### config.mk
export PLATFORM = sky130hd
export DESIGN_NAME = ex_mem_stage_flat
export DESIGN_NICKNAME = d
export VERILOG_FILES = /design/src/rtl/cpu_pkg.sv /design/src/rtl/ex_mem_stage_if.sv /design/src/rtl/mul16_iter.sv /design/src/rtl/ex_mem_stage.sv /design/src/flat_wrapper.sv
export SDC_FILE = /design/constraint.sdc
export NUM_CORES = 1
export LEC_CHECK = 0
export ABC_AREA = 1
export BUFFER_PORTS_ARGS = -buffer_cell sky130_fd_sc_hd__buf_4
export CORE_MARGIN = 3
export CORE_UTILIZATION = 35
export DETAILED_ROUTE_END_ITERATION = 16
export PLACE_DENSITY = 0.52
export SYNTH_ARGS = -nofsm -noshare
export SYNTH_HDL_FRONTEND = slang
export SYNTH_SLANG_ARGS = --single-unit
### constraint.sdc
create_clock -name clk -period 6.68 [get_ports clk]
set_input_delay 1.336 -clock clk [delete_from_list [all_inputs] [get_ports clk]]
set_output_delay 1.336 -clock clk [all_outputs]
set_load 0.05 [all_outputs]
### src/rtl/cpu_pkg.sv
// Shared encodings for the 16-bit pipelined CPU: ALU classes, R-type function codes,
// forwarding selects and EX-stage state, used by decoder, hazard unit and EX/MEM stage.
package cpu_pkg;

    localparam logic [1:0] ALUOP_MEM   = 2'b00;
    localparam logic [1:0] ALUOP_SUB   = 2'b01;
    localparam logic [1:0] ALUOP_RTYPE = 2'b10;
    localparam logic [1:0] ALUOP_PASS  = 2'b11;

    localparam logic [2:0] FUNC_ADD = 3'b000;
    localparam logic [2:0] FUNC_SUB = 3'b001;
    localparam logic [2:0] FUNC_AND = 3'b010;
    localparam logic [2:0] FUNC_OR  = 3'b011;
    localparam logic [2:0] FUNC_XOR = 3'b100;
    localparam logic [2:0] FUNC_SLT = 3'b101;
    localparam logic [2:0] FUNC_MUL = 3'b110;
    localparam logic [2:0] FUNC_SHL = 3'b111;

    // 2'b11 is unused by the hazard unit and falls back to the ID/EX value
    localparam logic [1:0] FWD_IDEX = 2'b00;
    localparam logic [1:0] FWD_MEM  = 2'b01;
    localparam logic [1:0] FWD_WB   = 2'b10;

    typedef enum logic [1:0] {
        EX_IDLE = 2'b00,
        EX_MUL  = 2'b01,
        EX_DONE = 2'b10
    } ex_state_e;

    typedef struct packed {
        logic rwrite;
        logic mreg;
        logic mread;
        logic mwrite;
    } mem_ctl_t;

endpackage

### src/rtl/ex_mem_stage_if.sv
// ID/EX-to-EX/MEM bundle: instruction fields and forwarding inputs in, EX/MEM register
// and upstream stall out. The stage uses the slave modport; the ID side uses master.
interface ex_mem_stage_if #(
    parameter int DW = 16
);
    import cpu_pkg::*;

    logic          flush_in;
    logic [DW-1:0] d1_in;
    logic [DW-1:0] d2_in;
    logic [DW-1:0] imm_in;
    logic [2:0]    wreg_in;
    logic [2:0]    func_in;
    logic [1:0]    aluop_in;
    logic          rwrite_in;
    logic          mreg_in;
    logic          mread_in;
    logic          mwrite_in;
    logic          asrc_in;
    logic [1:0]    fwd_a_sel;
    logic [1:0]    fwd_b_sel;
    logic [DW-1:0] mem_fwd_data;
    logic [DW-1:0] wb_fwd_data;

    logic [DW-1:0] alu_out;
    logic [DW-1:0] sdata_out;
    logic [2:0]    wreg_out;
    logic          rwrite_out;
    logic          mreg_out;
    logic          mread_out;
    logic          mwrite_out;
    logic          stall_out;

    modport master (
        output flush_in, d1_in, d2_in, imm_in, wreg_in, func_in, aluop_in,
               rwrite_in, mreg_in, mread_in, mwrite_in, asrc_in,
               fwd_a_sel, fwd_b_sel, mem_fwd_data, wb_fwd_data,
        input  alu_out, sdata_out, wreg_out, rwrite_out, mreg_out, mread_out,
               mwrite_out, stall_out
    );

    modport slave (
        input  flush_in, d1_in, d2_in, imm_in, wreg_in, func_in, aluop_in,
               rwrite_in, mreg_in, mread_in, mwrite_in, asrc_in,
               fwd_a_sel, fwd_b_sel, mem_fwd_data, wb_fwd_data,
        output alu_out, sdata_out, wreg_out, rwrite_out, mreg_out, mread_out,
               mwrite_out, stall_out
    );

endinterface

### src/rtl/mul16_iter.sv
// Iterative shift-add multiplier: one partial-product step per cycle, MUL_LEN steps,
// keeping only the low DW bits of the product.
module mul16_iter
    import cpu_pkg::*;
#(
    parameter int DW      = 16,
    parameter int MUL_LEN = 16
) (
    input  logic          clk,
    input  logic          rst,
    input  logic          start,
    input  logic [DW-1:0] a,
    input  logic [DW-1:0] b,
    output logic          busy,
    output logic          done,
    output logic [DW-1:0] product
);
    localparam int CW = (MUL_LEN > 1) ? $clog2(MUL_LEN) : 1;

    logic [CW-1:0] cnt;
    logic [DW-1:0] mcand_p1;
    logic [DW-1:0] mplier_p1;
    logic [DW-1:0] acc_p1;

    // done marks the cycle whose edge performs the final step
    assign done    = busy && (cnt == CW'(MUL_LEN - 1));
    assign product = acc_p1;

    // start reloads even while busy, so an aborted run never leaks into the next one
    always_ff @(posedge clk) begin
        if (rst) begin
            busy <= 1'b0;
            cnt  <= '0;
        end else if (start) begin
            busy <= 1'b1;
            cnt  <= '0;
        end else if (busy) begin
            if (done) begin
                busy <= 1'b0;
                cnt  <= '0;
            end else begin
                cnt <= cnt + 1'b1;
            end
        end
    end

    always_ff @(posedge clk) begin
        if (start) begin
            mcand_p1  <= a;
            mplier_p1 <= b;
            acc_p1    <= '0;
        end else if (busy) begin
            acc_p1    <= acc_p1 + (mplier_p1[0] ? mcand_p1 : '0);
            mcand_p1  <= mcand_p1 << 1;
            mplier_p1 <= mplier_p1 >> 1;
        end
    end

endmodule

### src/rtl/ex_mem_stage.sv
// EX stage and EX/MEM pipeline register: operand forwarding, single-cycle ALU,
// iterative multiply sequenced by an IDLE/MUL/DONE FSM that stalls the front end.
module ex_mem_stage
    import cpu_pkg::*;
#(
    parameter int DW      = 16,
    parameter int MUL_LEN = 16
) (
    input  logic          clk,
    input  logic          rst,
    ex_mem_stage_if.slave bus
);
    localparam int SHW = $clog2(DW);

    function automatic logic [DW-1:0] fwd_mux(input logic [1:0] sel,
                                              input logic [DW-1:0] idex,
                                              input logic [DW-1:0] mem,
                                              input logic [DW-1:0] wb);
        logic [DW-1:0] r;
        case (sel)
            FWD_MEM: r = mem;
            FWD_WB:  r = wb;
            default: r = idex;
        endcase
        return r;
    endfunction

    function automatic logic [DW-1:0] alu_fn(input logic [1:0] aluop,
                                             input logic [2:0] func,
                                             input logic [DW-1:0] a,
                                             input logic [DW-1:0] b);
        logic [DW-1:0]        r;
        logic signed [DW-1:0] sa;
        logic signed [DW-1:0] sb;
        sa = a;
        sb = b;
        r  = '0;
        case (aluop)
            ALUOP_MEM:  r = a + b;
            ALUOP_SUB:  r = a - b;
            ALUOP_PASS: r = b;
            default: begin
                case (func)
                    FUNC_ADD: r = a + b;
                    FUNC_SUB: r = a - b;
                    FUNC_AND: r = a & b;
                    FUNC_OR:  r = a | b;
                    FUNC_XOR: r = a ^ b;
                    FUNC_SLT: r = (sa < sb) ? DW'(1) : '0;
                    FUNC_SHL: r = a << b[SHW-1:0];
                    default:  r = '0;  // multiply result comes from mul16_iter
                endcase
            end
        endcase
        return r;
    endfunction

    ex_state_e     state;
    logic [DW-1:0] a_p0;
    logic [DW-1:0] bf_p0;
    logic [DW-1:0] b_p0;
    logic [DW-1:0] alu_p0;
    logic [DW-1:0] res_p0;
    logic          is_mul_p0;
    logic          take_p0;
    logic          stall_p0;
    mem_ctl_t      ctl_p0;

    logic [DW-1:0] alu_p1;
    logic [DW-1:0] sdata_p1;
    logic [2:0]    wreg_p1;
    mem_ctl_t      ctl_p1;

    logic          mul_start;
    logic          mul_clr;
    logic          mul_busy;
    logic          mul_done;
    logic [DW-1:0] mul_prod;

    // ---- stage p0: operand forwarding, ALU, hazard decision ----
    always_comb begin
        a_p0      = fwd_mux(bus.fwd_a_sel, bus.d1_in, bus.mem_fwd_data, bus.wb_fwd_data);
        bf_p0     = fwd_mux(bus.fwd_b_sel, bus.d2_in, bus.mem_fwd_data, bus.wb_fwd_data);
        b_p0      = bus.asrc_in ? bus.imm_in : bf_p0;
        alu_p0    = alu_fn(bus.aluop_in, bus.func_in, a_p0, b_p0);
        is_mul_p0 = (bus.aluop_in == ALUOP_RTYPE) && (bus.func_in == FUNC_MUL);
        ctl_p0    = '{rwrite: bus.rwrite_in, mreg: bus.mreg_in,
                      mread: bus.mread_in, mwrite: bus.mwrite_in};
        // DONE re-presents the held mul instruction, now with its product
        take_p0   = ((state == EX_IDLE) && !is_mul_p0) || (state == EX_DONE);
        res_p0    = (state == EX_DONE) ? mul_prod : alu_p0;
    end

    // reset and flush win over the stall so the front end is released immediately
    assign stall_p0  = !rst && !bus.flush_in &&
                       (((state == EX_IDLE) && is_mul_p0) || (state == EX_MUL));
    assign mul_start = stall_p0 && (state == EX_IDLE);
    assign mul_clr   = rst || bus.flush_in;

    mul16_iter #(
        .DW      (DW),
        .MUL_LEN (MUL_LEN)
    ) u_mul (
        .clk     (clk),
        .rst     (mul_clr),
        .start   (mul_start),
        .a       (a_p0),
        .b       (b_p0),
        .busy    (mul_busy),
        .done    (mul_done),
        .product (mul_prod)
    );

    // ---- stage p1: EX/MEM register and multiply sequencer ----
    always_ff @(posedge clk) begin
        if (rst || bus.flush_in) begin
            state    <= EX_IDLE;
            alu_p1   <= '0;
            sdata_p1 <= '0;
            wreg_p1  <= '0;
            ctl_p1   <= '0;
        end else begin
            case (state)
                EX_IDLE: if (is_mul_p0) state <= EX_MUL;
                EX_MUL:  if (mul_done || !mul_busy) state <= EX_DONE;
                default: state <= EX_IDLE;
            endcase
            if (take_p0) begin
                alu_p1   <= res_p0;
                sdata_p1 <= bf_p0;
                wreg_p1  <= bus.wreg_in;
                ctl_p1   <= ctl_p0;
            end else begin
                alu_p1   <= '0;
                sdata_p1 <= '0;
                wreg_p1  <= '0;
                ctl_p1   <= '0;
            end
        end
    end

    assign bus.alu_out    = alu_p1;
    assign bus.sdata_out  = sdata_p1;
    assign bus.wreg_out   = wreg_p1;
    assign bus.rwrite_out = ctl_p1.rwrite;
    assign bus.mreg_out   = ctl_p1.mreg;
    assign bus.mread_out  = ctl_p1.mread;
    assign bus.mwrite_out = ctl_p1.mwrite;
    assign bus.stall_out  = stall_p0;

endmodule

### src/flat_wrapper.sv
// flat-port wrapper written by rule: the top's interface ports become plain ports
module ex_mem_stage_flat import cpu_pkg::*;
#(
    parameter int DW      = 16,
    parameter int MUL_LEN = 16
)
  (clk, rst, bus_flush_in, bus_d1_in, bus_d2_in, bus_imm_in, bus_wreg_in, bus_func_in, bus_aluop_in, bus_rwrite_in, bus_mreg_in, bus_mread_in, bus_mwrite_in, bus_asrc_in, bus_fwd_a_sel, bus_fwd_b_sel, bus_mem_fwd_data, bus_wb_fwd_data, bus_alu_out, bus_sdata_out, bus_wreg_out, bus_rwrite_out, bus_mreg_out, bus_mread_out, bus_mwrite_out, bus_stall_out);
  ex_mem_stage_if #(.DW(DW)) bus_i ();
  input  logic clk;
  input  logic rst;
  input wire logic [$bits(bus_i.flush_in)-1:0] bus_flush_in;
  input wire logic [$bits(bus_i.d1_in)-1:0] bus_d1_in;
  input wire logic [$bits(bus_i.d2_in)-1:0] bus_d2_in;
  input wire logic [$bits(bus_i.imm_in)-1:0] bus_imm_in;
  input wire logic [$bits(bus_i.wreg_in)-1:0] bus_wreg_in;
  input wire logic [$bits(bus_i.func_in)-1:0] bus_func_in;
  input wire logic [$bits(bus_i.aluop_in)-1:0] bus_aluop_in;
  input wire logic [$bits(bus_i.rwrite_in)-1:0] bus_rwrite_in;
  input wire logic [$bits(bus_i.mreg_in)-1:0] bus_mreg_in;
  input wire logic [$bits(bus_i.mread_in)-1:0] bus_mread_in;
  input wire logic [$bits(bus_i.mwrite_in)-1:0] bus_mwrite_in;
  input wire logic [$bits(bus_i.asrc_in)-1:0] bus_asrc_in;
  input wire logic [$bits(bus_i.fwd_a_sel)-1:0] bus_fwd_a_sel;
  input wire logic [$bits(bus_i.fwd_b_sel)-1:0] bus_fwd_b_sel;
  input wire logic [$bits(bus_i.mem_fwd_data)-1:0] bus_mem_fwd_data;
  input wire logic [$bits(bus_i.wb_fwd_data)-1:0] bus_wb_fwd_data;
  output wire logic [$bits(bus_i.alu_out)-1:0] bus_alu_out;
  output wire logic [$bits(bus_i.sdata_out)-1:0] bus_sdata_out;
  output wire logic [$bits(bus_i.wreg_out)-1:0] bus_wreg_out;
  output wire logic [$bits(bus_i.rwrite_out)-1:0] bus_rwrite_out;
  output wire logic [$bits(bus_i.mreg_out)-1:0] bus_mreg_out;
  output wire logic [$bits(bus_i.mread_out)-1:0] bus_mread_out;
  output wire logic [$bits(bus_i.mwrite_out)-1:0] bus_mwrite_out;
  output wire logic [$bits(bus_i.stall_out)-1:0] bus_stall_out;
  assign bus_i.flush_in = bus_flush_in;
  assign bus_i.d1_in = bus_d1_in;
  assign bus_i.d2_in = bus_d2_in;
  assign bus_i.imm_in = bus_imm_in;
  assign bus_i.wreg_in = bus_wreg_in;
  assign bus_i.func_in = bus_func_in;
  assign bus_i.aluop_in = bus_aluop_in;
  assign bus_i.rwrite_in = bus_rwrite_in;
  assign bus_i.mreg_in = bus_mreg_in;
  assign bus_i.mread_in = bus_mread_in;
  assign bus_i.mwrite_in = bus_mwrite_in;
  assign bus_i.asrc_in = bus_asrc_in;
  assign bus_i.fwd_a_sel = bus_fwd_a_sel;
  assign bus_i.fwd_b_sel = bus_fwd_b_sel;
  assign bus_i.mem_fwd_data = bus_mem_fwd_data;
  assign bus_i.wb_fwd_data = bus_wb_fwd_data;
  assign bus_alu_out = bus_i.alu_out;
  assign bus_sdata_out = bus_i.sdata_out;
  assign bus_wreg_out = bus_i.wreg_out;
  assign bus_rwrite_out = bus_i.rwrite_out;
  assign bus_mreg_out = bus_i.mreg_out;
  assign bus_mread_out = bus_i.mread_out;
  assign bus_mwrite_out = bus_i.mwrite_out;
  assign bus_stall_out = bus_i.stall_out;
  ex_mem_stage #(.DW(DW), .MUL_LEN(MUL_LEN)) u_core (.clk(clk), .rst(rst), .bus(bus_i));
endmodule
==> impl_metrics.py, run 1 <==
metrics = {
    "setup_path": {
        "ff2ff_setup_slack_ps": 4110,
        "crit_path_frequent_cell": "nand2_1",
        "slowest_stage": "ha_1",
        "worstSetupPathType": "input port to flip-flop",
        "setup.worst_path.start_class": "input port",
        "max_stage_delay_ps": 600,
        "required_ps": 6900,
        "cp.arrival_ps": 5260,
        "path_max_fanout": 31,
        "endpoint_kind": "flip-flop",
        "crit_chain": "buf_4 -> inv_1 -> ha_1 -> inv_2 -> nand2_2 -> a31oi_4 -> inv_4 -> ha_1 -> inv_1 -> a21oi_1 -> nand2_1 -> nand3_1 -> nand2_1 -> nand2_1 -> nand3_1 -> nand2_1 -> nor2_1 -> nor2_1 -> nand4_1 -> nand2_1 -> a21oi_1",
    },
    "die": {
        "initial_core_util": 0.3612,
        "placementRows": 57,
        "fp.coreArea_mm2": 0.02468,
        "num_io_pins": 140,
        "die_w_um": 165.6,
        "die_area_mm2": 0.02742,
        "dieHeight_um": 165.6,
    },
    "place": {
        "dp.cells": 1790,
        "place_ws_ps": 1409,
        "gp_congestion": 1.001,
        "place_area_mm2": 0.01015,
        "dp_hpwl_mm": 29.50,
        "port_buffers": 139,
    },
    "global_routing": {
        "grt_usage": 0.2717,
        "grt_antenna_before_repair": 0,
        "grt_pass1_wl_mm": 55.83,
        "grt_pass1_vias": 9183,
        "overflow": 0,
        "grt_max_degree": 69,
    },
    "logic_synthesis": {
        "synth-warning-count": 0,
        "synth_edf_count": 32,
        "syn-num-nets": 1546,
        "netlist_area_mm2": 0.008914,
        "synth-main-ff-cell": "dfxtp_1",
        "postSynth.asyncResetShare": 0,
        "synth_area_per_cell_um2": 6.530,
        "synth_seq_cells": 94,
        "ys_types": 56,
        "synthesis.instances": 1365,
        "yosysSeqAreaShare": 0.2471,
    },
    "run_status": {
        "status": "completed",
    },
    "clock_tree": {
        "htreeDepth": 3,
        "cts_sinks": 94,
        "cts_tree": "done",
        "cts_buffers": 9,
        "path_clk_slew_ps": 80,
        "cts_root_buf": "clkbuf_16",
        "post_cts_buffers": 0,
        "ctsResizeCount": 0,
        "postCtsHoldBufs": 0,
        "clkLatencyLatePin_ps": 370,
        "cts.path.max_buffers": 2,
    },
    "power": {
        "power.leakage_nw": 5.217,
        "p_total_mw": 2.338,
        "worst_ir_drop_vdd_v": 0.0001063,
        "powerDensity_mw_per_mm2": 223.7,
    },
    "sta": {
        "rsz0062_at_grt": "false",
        "max_freq_mhz": 198.3,
        "slew-limit-headroom": 0.2997,
        "setup_slack_ps": 1636,
        "setup_viol": 0,
        "tns_ps": 0,
        "drv_slew": 0,
        "period_minus_slack_ps": 5044,
        "fin_crit_sh": 0.7550,
        "tightest_slew_ps": 1047,
        "whs_ps": 497.4,
        "skew_ps": 16.77,
        "hold_viol": 0,
    },
    "cells_and_area": {
        "syn_to_final_growth_pct": 17.29,
        "utilization": 0.4237,
        "final_cell_area_mm2": 0.01046,
        "antennaDiodeCount": 0,
        "final_common_cell": "nand2_1",
        "finalNetCount": 1658,
        "fin_cells": 1806,
        "final_cell_mix": "382 x nand2_1, 156 x buf_4, 155 x inv_1",
        "fillers": 2640,
        "drive_gt1_frac": 0.1457,
    },
    "detailed_routing": {
        "wl_per_cell_um": 20.62,
        "wirelength_mm": 37.24,
        "ant_nets": 0,
        "post-route-drc-count": 0,
        "first_pass_iters": 6,
        "dr_total_vias": 9800,
        "drtIter0Drc": 1072,
        "vias_per_cell": 5.426,
    },
    "worst_hold_path": {
        "hold_path_class": "flip-flop to flip-flop",
    },
    "job": {
        "cap_violations": 0,
    },
}
[synthesized netlist by cell type, types with 9 or more instances]
cell	count	area (µm²)
edfxtp_1	32	960.9
nand2_1	382	1434
xor2_1	18	157.7
clkbuf_1	13	48.80
nor3_1	9	45.04
ha_1	78	975.9
inv_1	155	581.8
nor2_1	100	375.4
nand3_1	153	765.7
dfxtp_1	62	1241
o21ai_1	52	260.3
o21ai_0	53	265.3
nand4_1	17	106.4
buf_2	25	125.1
a21oi_1	70	350.3
o22ai_1	18	112.6
o21bai_1	9	67.56
[worst max-delay path: cells and delay by family]
kind,cells,cell delay [ps]
fa+ha+maj,2,930
simple gates,11,1350
buf+inv,5,860
compound gates,3,760
[power breakdown]
part | internal, mW | switching (mW)
registers | 0.626 | 0.0300
logic | 0.346 | 0.752
clock network | 0.298 | 0.286
total | 1.27 | 1.07
[logic make-up (layout without fill, tap and decap cells)]
group                      Yosys count  count (layout)  synth area share
and+or+nand+nor                    700             700            0.3449
AOI/OAI and AO/OA                  246             246            0.1585
buffers and inverters              219             336            0.1088
DFF                                 94              94            0.2471
adders and majority gates           81              81            0.1162
xor gates and xnor gates            25              25           0.02456
[final timing paths]
check / from / end / depth (start not counted)
min reg2reg: u_core.u_mul.cnt[3] / u_core.u_mul.cnt[3] / 1
max: bus_fwd_b_sel[0] / u_core.bus.alu_out[15] / 21
max reg2reg: u_core.u_mul.mplier_p1[0] / u_core.u_mul.product[15] / 13
min: u_core.u_mul.cnt[3] / u_core.u_mul.cnt[3] / 1
[cell type report]
cell class	instances	area, µm²	share of cell area
clock inverter	7	78.83	0.007540
clock buffer	9	225.2	0.02154
multi-input combinational	1052	5747	0.5497
inverter	164	625.6	0.05984
tap	324	405.4	0.03877
timing repair buffer	156	1171	0.1120
sequential	94	2202	0.2106
[flip-flops by register name, indices dropped and copies added (netlist names)]
register / flops
u_core.bus.alu_out: 16
u_core.bus.mread_out: 1
u_core.bus.mreg_out: 1
u_core.bus.mwrite_out: 1
u_core.bus.rwrite_out: 1
u_core.bus.sdata_out: 16
u_core.bus.wreg_out: 3
u_core.state: 2
u_core.u_mul.busy: 1
u_core.u_mul.cnt: 4
u_core.u_mul.mcand_p1: 16
u_core.u_mul.mplier_p1: 16
u_core.u_mul.product: 16
[layer usage]
layer | part of all wire | vias to the layer above | global-route usage
met4 | 0.033 | 0 | 0.08809
met3 | 0.083 | 56 | 0.04315
met5 | 0 | - | 0
li1 | - | 4740 | -
met2 | 0.42 | 475 | 0.4128
met1 | 0.46 | 4529 | 0.3920
No activity file was read; power rests on OpenSTA's default activity.
==> inputs of run 2 (changes only) <==
Clock period 6.68 ns to 5.22 ns, I/O delays scaled along.
==> impl_metrics.py, run 2 (synthesis gave the netlist of run 1 again) <==
metrics = {
    "setup_path": {
        "cp.arrival_ps": 4650,
        "required_ps": 5440,
        "path_max_fanout": 31,
        "endpoint_kind": "flip-flop",
        "setup.worst_path.start_class": "input port",
        "worstSetupPathType": "input port to flip-flop",
    },
    "place": {
        "dp_hpwl_mm": 29.17,
        "place_area_mm2": 0.01027,
        "gp_congestion": 0.9958,
        "port_buffers": 139,
    },
    "sta": {
        "skew_ps": 16.26,
        "max_freq_mhz": 226.0,
        "tns_ps": 0,
        "setup_viol": 0,
        "tightest_slew_ps": 1062,
        "drv_slew": 0,
        "rsz0062_at_grt": "false",
        "period_minus_slack_ps": 4426,
        "fin_crit_sh": 0.8478,
        "hold_viol": 0,
        "slew-limit-headroom": 0.2892,
    },
    "clock_tree": {
        "ctsResizeCount": 0,
        "clkLatencyLatePin_ps": 370,
        "cts_root_buf": "clkbuf_16",
        "cts_sinks": 94,
        "post_cts_buffers": 0,
        "htreeDepth": 3,
        "postCtsHoldBufs": 0,
        "cts_tree": "done",
        "path_clk_slew_ps": 80,
        "cts_buffers": 9,
        "cts.path.max_buffers": 2,
    },
    "cells_and_area": {
        "final_cell_area_mm2": 0.01057,
        "final_common_cell": "nand2_1",
        "finalNetCount": 1674,
        "antennaDiodeCount": 0,
        "final_cell_mix": "382 x nand2_1, 172 x buf_4, 155 x inv_1",
        "drive_gt1_frac": 0.1555,
        "multi_input_area_mm2": 0.005747,
        "syn_to_final_growth_pct": 18.53,
        "fillers": 2713,
        "register_area_mm2": 0.002202,
    },
    "die": {
        "die_area_mm2": 0.02742,
        "num_io_pins": 140,
        "dieHeight_um": 165.6,
        "fp.coreArea_mm2": 0.02468,
        "die_w_um": 165.6,
        "placementRows": 57,
        "initial_core_util": 0.3612,
    },
    "detailed_routing": {
        "vias_per_cell": 5.395,
        "dr_total_vias": 9829,
        "wl_per_cell_um": 20.23,
        "wirelength_mm": 36.85,
        "drtIter0Drc": 979,
        "ant_nets": 0,
        "first_pass_iters": 8,
        "post-route-drc-count": 0,
    },
    "global_routing": {
        "grt_max_degree": 50,
        "overflow": 0,
        "grt_usage": 0.2689,
        "grt_pass1_wl_mm": 55.34,
        "grt_pass1_vias": 9150,
        "grt_antenna_before_repair": 0,
    },
    "power": {
        "worst_ir_drop_vdd_v": 0.0001861,
        "powerDensity_mw_per_mm2": 280.5,
        "power.leakage_nw": 5.286,
    },
    "run_status": {
        "status": "completed",
    },
    "job": {
        "cap_violations": 0,
    },
    "worst_hold_path": {
        "hold_path_class": "flip-flop to flip-flop",
    },
}
run 2: final cells by class:
cell class,count,area share
Inverter,164,0.05921
Sequential cell,94,0.2084
Clock buffer,9,0.02132
Multi-Input combinational cell,1052,0.5439
Tap cell,324,0.03837
Clock inverter,7,0.006514
Timing Repair Buffer,172,0.1222
run 2: worst max-delay path, stage by stage:
cell and delay, ps:
buf_4 80, inv_1 30, ha_1 330, inv_2 400, nand3_1 160, nand3_2 180, nand2_4 190, ha_1 290
fa_1 490, o21ai_0 650, xor2_1 170, nand2_1 90, o21ai_0 70, a21oi_1 300, a31oi_1 130
run 2: metrics by stage:
| step | cells | worst slack, ps | power, mW | utilization | hold WS [ps] |
|---|---|---|---|---|---|
| final | 1822 | 794.4 | 2.963 | 0.4282 | 497.3 |
| after global routing | 1822 | 540.9 | 3.135 | 0.4282 | 536.6 |
| after CTS | 1822 | 867.4 | 2.943 | 0.4282 | 498.4 |
| after detailed placement | 1806 | 482.4 | 2.226 | 0.4162 | 479.1 |
| after global placement | 1806 | 562.7 | 2.228 | 0.4162 | 477.6 |
| after floorplan | 1365 | 1477 | 1.778 | - | 441.3 |
run 2: path summary, 6_finish.rpt:
kind	startpoint	endpoint	cells after the start	slack (ps)
worst min register to register	u_core.u_mul.cnt[3]	u_core.u_mul.cnt[3]	1	500
worst max register to register	u_core.u_mul.mplier_p1[0]	u_core.u_mul.product[11]	14	2620
worst min-delay path	u_core.u_mul.cnt[3]	u_core.u_mul.cnt[3]	1	500
worst max-delay path	bus_fwd_b_sel[0]	u_core.bus.alu_out[6]	15	790
run 2: layer usage:
layer / part of all wire / global-route usage
met1: 0.47 / 0.3970
met2: 0.43 / 0.4070
met3: 0.080 / 0.04864
met4: 0.020 / 0.05898
met5: 0 / 0
run 2: where the power goes:
group          internal (mW)  switching, mW
logic                  0.458          0.946
clock network          0.338          0.380
registers              0.802         0.0390
==> inputs of run 3 (changes only) <==
Settings changed: PLACE_DENSITY 0.52 to 0.54.
Clock period 5.22 ns to 3.55 ns, I/O delays scaled along.
==> impl_metrics.py, run 3 (synthesis gave the netlist of run 1 again) <==
metrics = {
    "clock_tree": {
        "cts.path.max_buffers": 2,
        "cts_tree": "done",
        "htreeDepth": 3,
        "clkLatencyLatePin_ps": 360,
        "cts_sinks": 94,
        "postCtsHoldBufs": 0,
        "cts_root_buf": "clkbuf_16",
        "path_clk_slew_ps": 80,
        "cts_buffers": 9,
    },
    "die": {
        "die_w_um": 165.6,
        "die_area_mm2": 0.02742,
        "initial_core_util": 0.3612,
        "dieHeight_um": 165.6,
        "fp.coreArea_mm2": 0.02468,
        "num_io_pins": 140,
        "placementRows": 57,
    },
    "global_routing": {
        "grt_pass1_wl_mm": 57.44,
        "grt_antenna_before_repair": 1,
        "grt_usage": 0.2791,
        "grt_max_degree": 50,
        "overflow": 0,
        "grt_pass1_vias": 9812,
    },
    "setup_path": {
        "r2r_end": "u_core.u_mul.product[15]",
        "r2r_cells": 13,
        "worstSetupPathType": "input port to flip-flop",
        "ff2ff_setup_slack_ps": 950,
        "path_max_fanout": 9,
        "r2r_start": "u_core.u_mul.mplier_p1[0]",
        "required_ps": 3820,
        "cp.arrival_ps": 3670,
        "setup.worst_path.start_class": "input port",
        "endpoint_kind": "flip-flop",
        "startpoint": "bus_fwd_a_sel[0]",
    },
    "power": {
        "powerDensity_mw_per_mm2": 401.7,
        "worst_ir_drop_vdd_v": 0.0002361,
        "power.leakage_nw": 6.139,
    },
    "sta": {
        "tns_ps": 0,
        "fin_crit_sh": 0.9565,
        "slew-limit-headroom": 0.5593,
        "skew_ps": 11.80,
        "setup_viol": 0,
        "drv_slew": 0,
        "max_freq_mhz": 294.5,
        "hold_viol": 0,
        "period_minus_slack_ps": 3395,
        "tightest_slew_ps": 660.3,
    },
    "place": {
        "port_buffers": 139,
        "dp_hpwl_mm": 31.15,
        "gp_congestion": 0.9777,
    },
    "cells_and_area": {
        "finalNetCount": 1841,
        "syn_to_final_growth_pct": 35.81,
        "multi_input_area_mm2": 0.005949,
        "final_common_cell": "nand2_1",
        "register_area_mm2": 0.002202,
        "final_cell_mix": "379 x nand2_1, 331 x buf_4, 155 x inv_1",
        "fillers": 2634,
        "utilization": 0.4906,
        "drive_gt1_frac": 0.2655,
        "antennaDiodeCount": 0,
    },
    "worst_hold_path": {
        "hold-path-endpoint": "u_core.u_mul.product[13]",
        "hold_path_class": "flip-flop to flip-flop",
        "min_path_cells": 2,
        "min_from": "u_core.u_mul.product[13]",
    },
    "job": {
        "cap_violations": 0,
    },
    "detailed_routing": {
        "ant_nets": 0,
        "drtIter0Drc": 914,
        "wl_per_cell_um": 19.08,
        "wirelength_mm": 37.95,
        "wl_met1_mm": 16.59,
        "dr_total_vias": 10320,
        "dr_wl_met3_mm": 3.498,
        "top_layer_used": "met5",
        "wl_met2_mm": 16.32,
        "first_pass_iters": 5,
        "post-route-drc-count": 0,
        "vias_per_cell": 5.190,
    },
    "run_status": {
        "status": "completed",
    },
}
## run 3: cell types whose count changed in the layout (fill, tap and decap cells not counted), moves of 4 or more
cell / previous run / this run
a21oi_1: 70 / 66
a21oi_2: 1 / 5
buf_12: 0 / 6
buf_4: 172 / 331
ha_1: 78 / 66
ha_2: 0 / 6
ha_4: 0 / 6
nor2_1: 100 / 92
nor2_2: 3 / 9
o21ai_0: 53 / 46
o21ai_2: 2 / 10
## run 3: per-stage QoR
step           worst slack (ps)  std cells  hold WS, ps  total power, mW  cell area [µm²]
4_1_cts                   26.26       1987        513.2            4.762            11880
3_3_place_gp             -507.9       1971        474.8            3.748            11580
2_1_floorplan             141.4       1365        441.3            2.614             8914
3_5_place_dp             -492.4       1971        492.5            3.749            11580
6_report                  154.5       1989        505.3            4.863            12110
5_1_grt                  -16.92       1989        523.5            5.186            12110
## run 3: how the worst max path moves through the flow
stage                     cells past startpoint  slack [ps]                endpoint
after floorplan                              22         140  u_core.bus.alu_out[10]
after global placement                       23        -510  u_core.bus.alu_out[15]
after detailed placement                     23        -490  u_core.bus.alu_out[15]
after CTS                                    24          30  u_core.bus.alu_out[12]
after global routing                         22         -20  u_core.bus.alu_out[12]
final                                        22         150  u_core.bus.alu_out[12]
## run 3: power by group
group / internal (mW) / total, mW / leakage, nW / switching, mW
clock: 0.494 / 0.998 / 0.139 / 0.504
sequential: 1.18 / 1.24 / 0.795 / 0.0589
combinational: 1.10 / 2.63 / 5.21 / 1.52
total: 2.78 / 4.86 / 6.14 / 2.08
## run 3: cell type report
class	instances	share of cell area
timing repair buffer	339	0.2171
multi-input combinational	1052	0.4915
sequential	94	0.1819
tap	324	0.03349
clock buffer	9	0.01860
clock inverter	7	0.005581
inverter	164	0.05189
## run 3: critical path, stage by stage
cell	delay, ps
buf_4	110
buf_4	120
ha_1	270
buf_12	170
nand2_1	60
nand3_1	70
o21ai_1	160
inv_1	160
ha_1	480
nand2_1	170
nor2_2	170
nand3_1	130
nand3_1	130
nand2_1	80
nand3_1	70
nand2_1	50
nor2_1	130
nand4_1	120
nand2_1	90
nand3_2	80
nand2_1	90
inv_1	40
## run 3: what timing repair did
| action | CTS | global route |
|---|---|---|
| resized for setup | 2 | 59 |
| buffers inserted | 0 | 2 |
| pin swaps | 0 | 11 |
| gates cloned | 0 | 0 |
| endpoints found under the setup margin | 2 | 11 |
## run 3: metal layers
metal	vias to the layer above	global-route usage
met5	-	0
met4	2	0.1146
met3	72	0.06411
met2	429	0.4221
met1	4708	0.3824
li1	5112	-
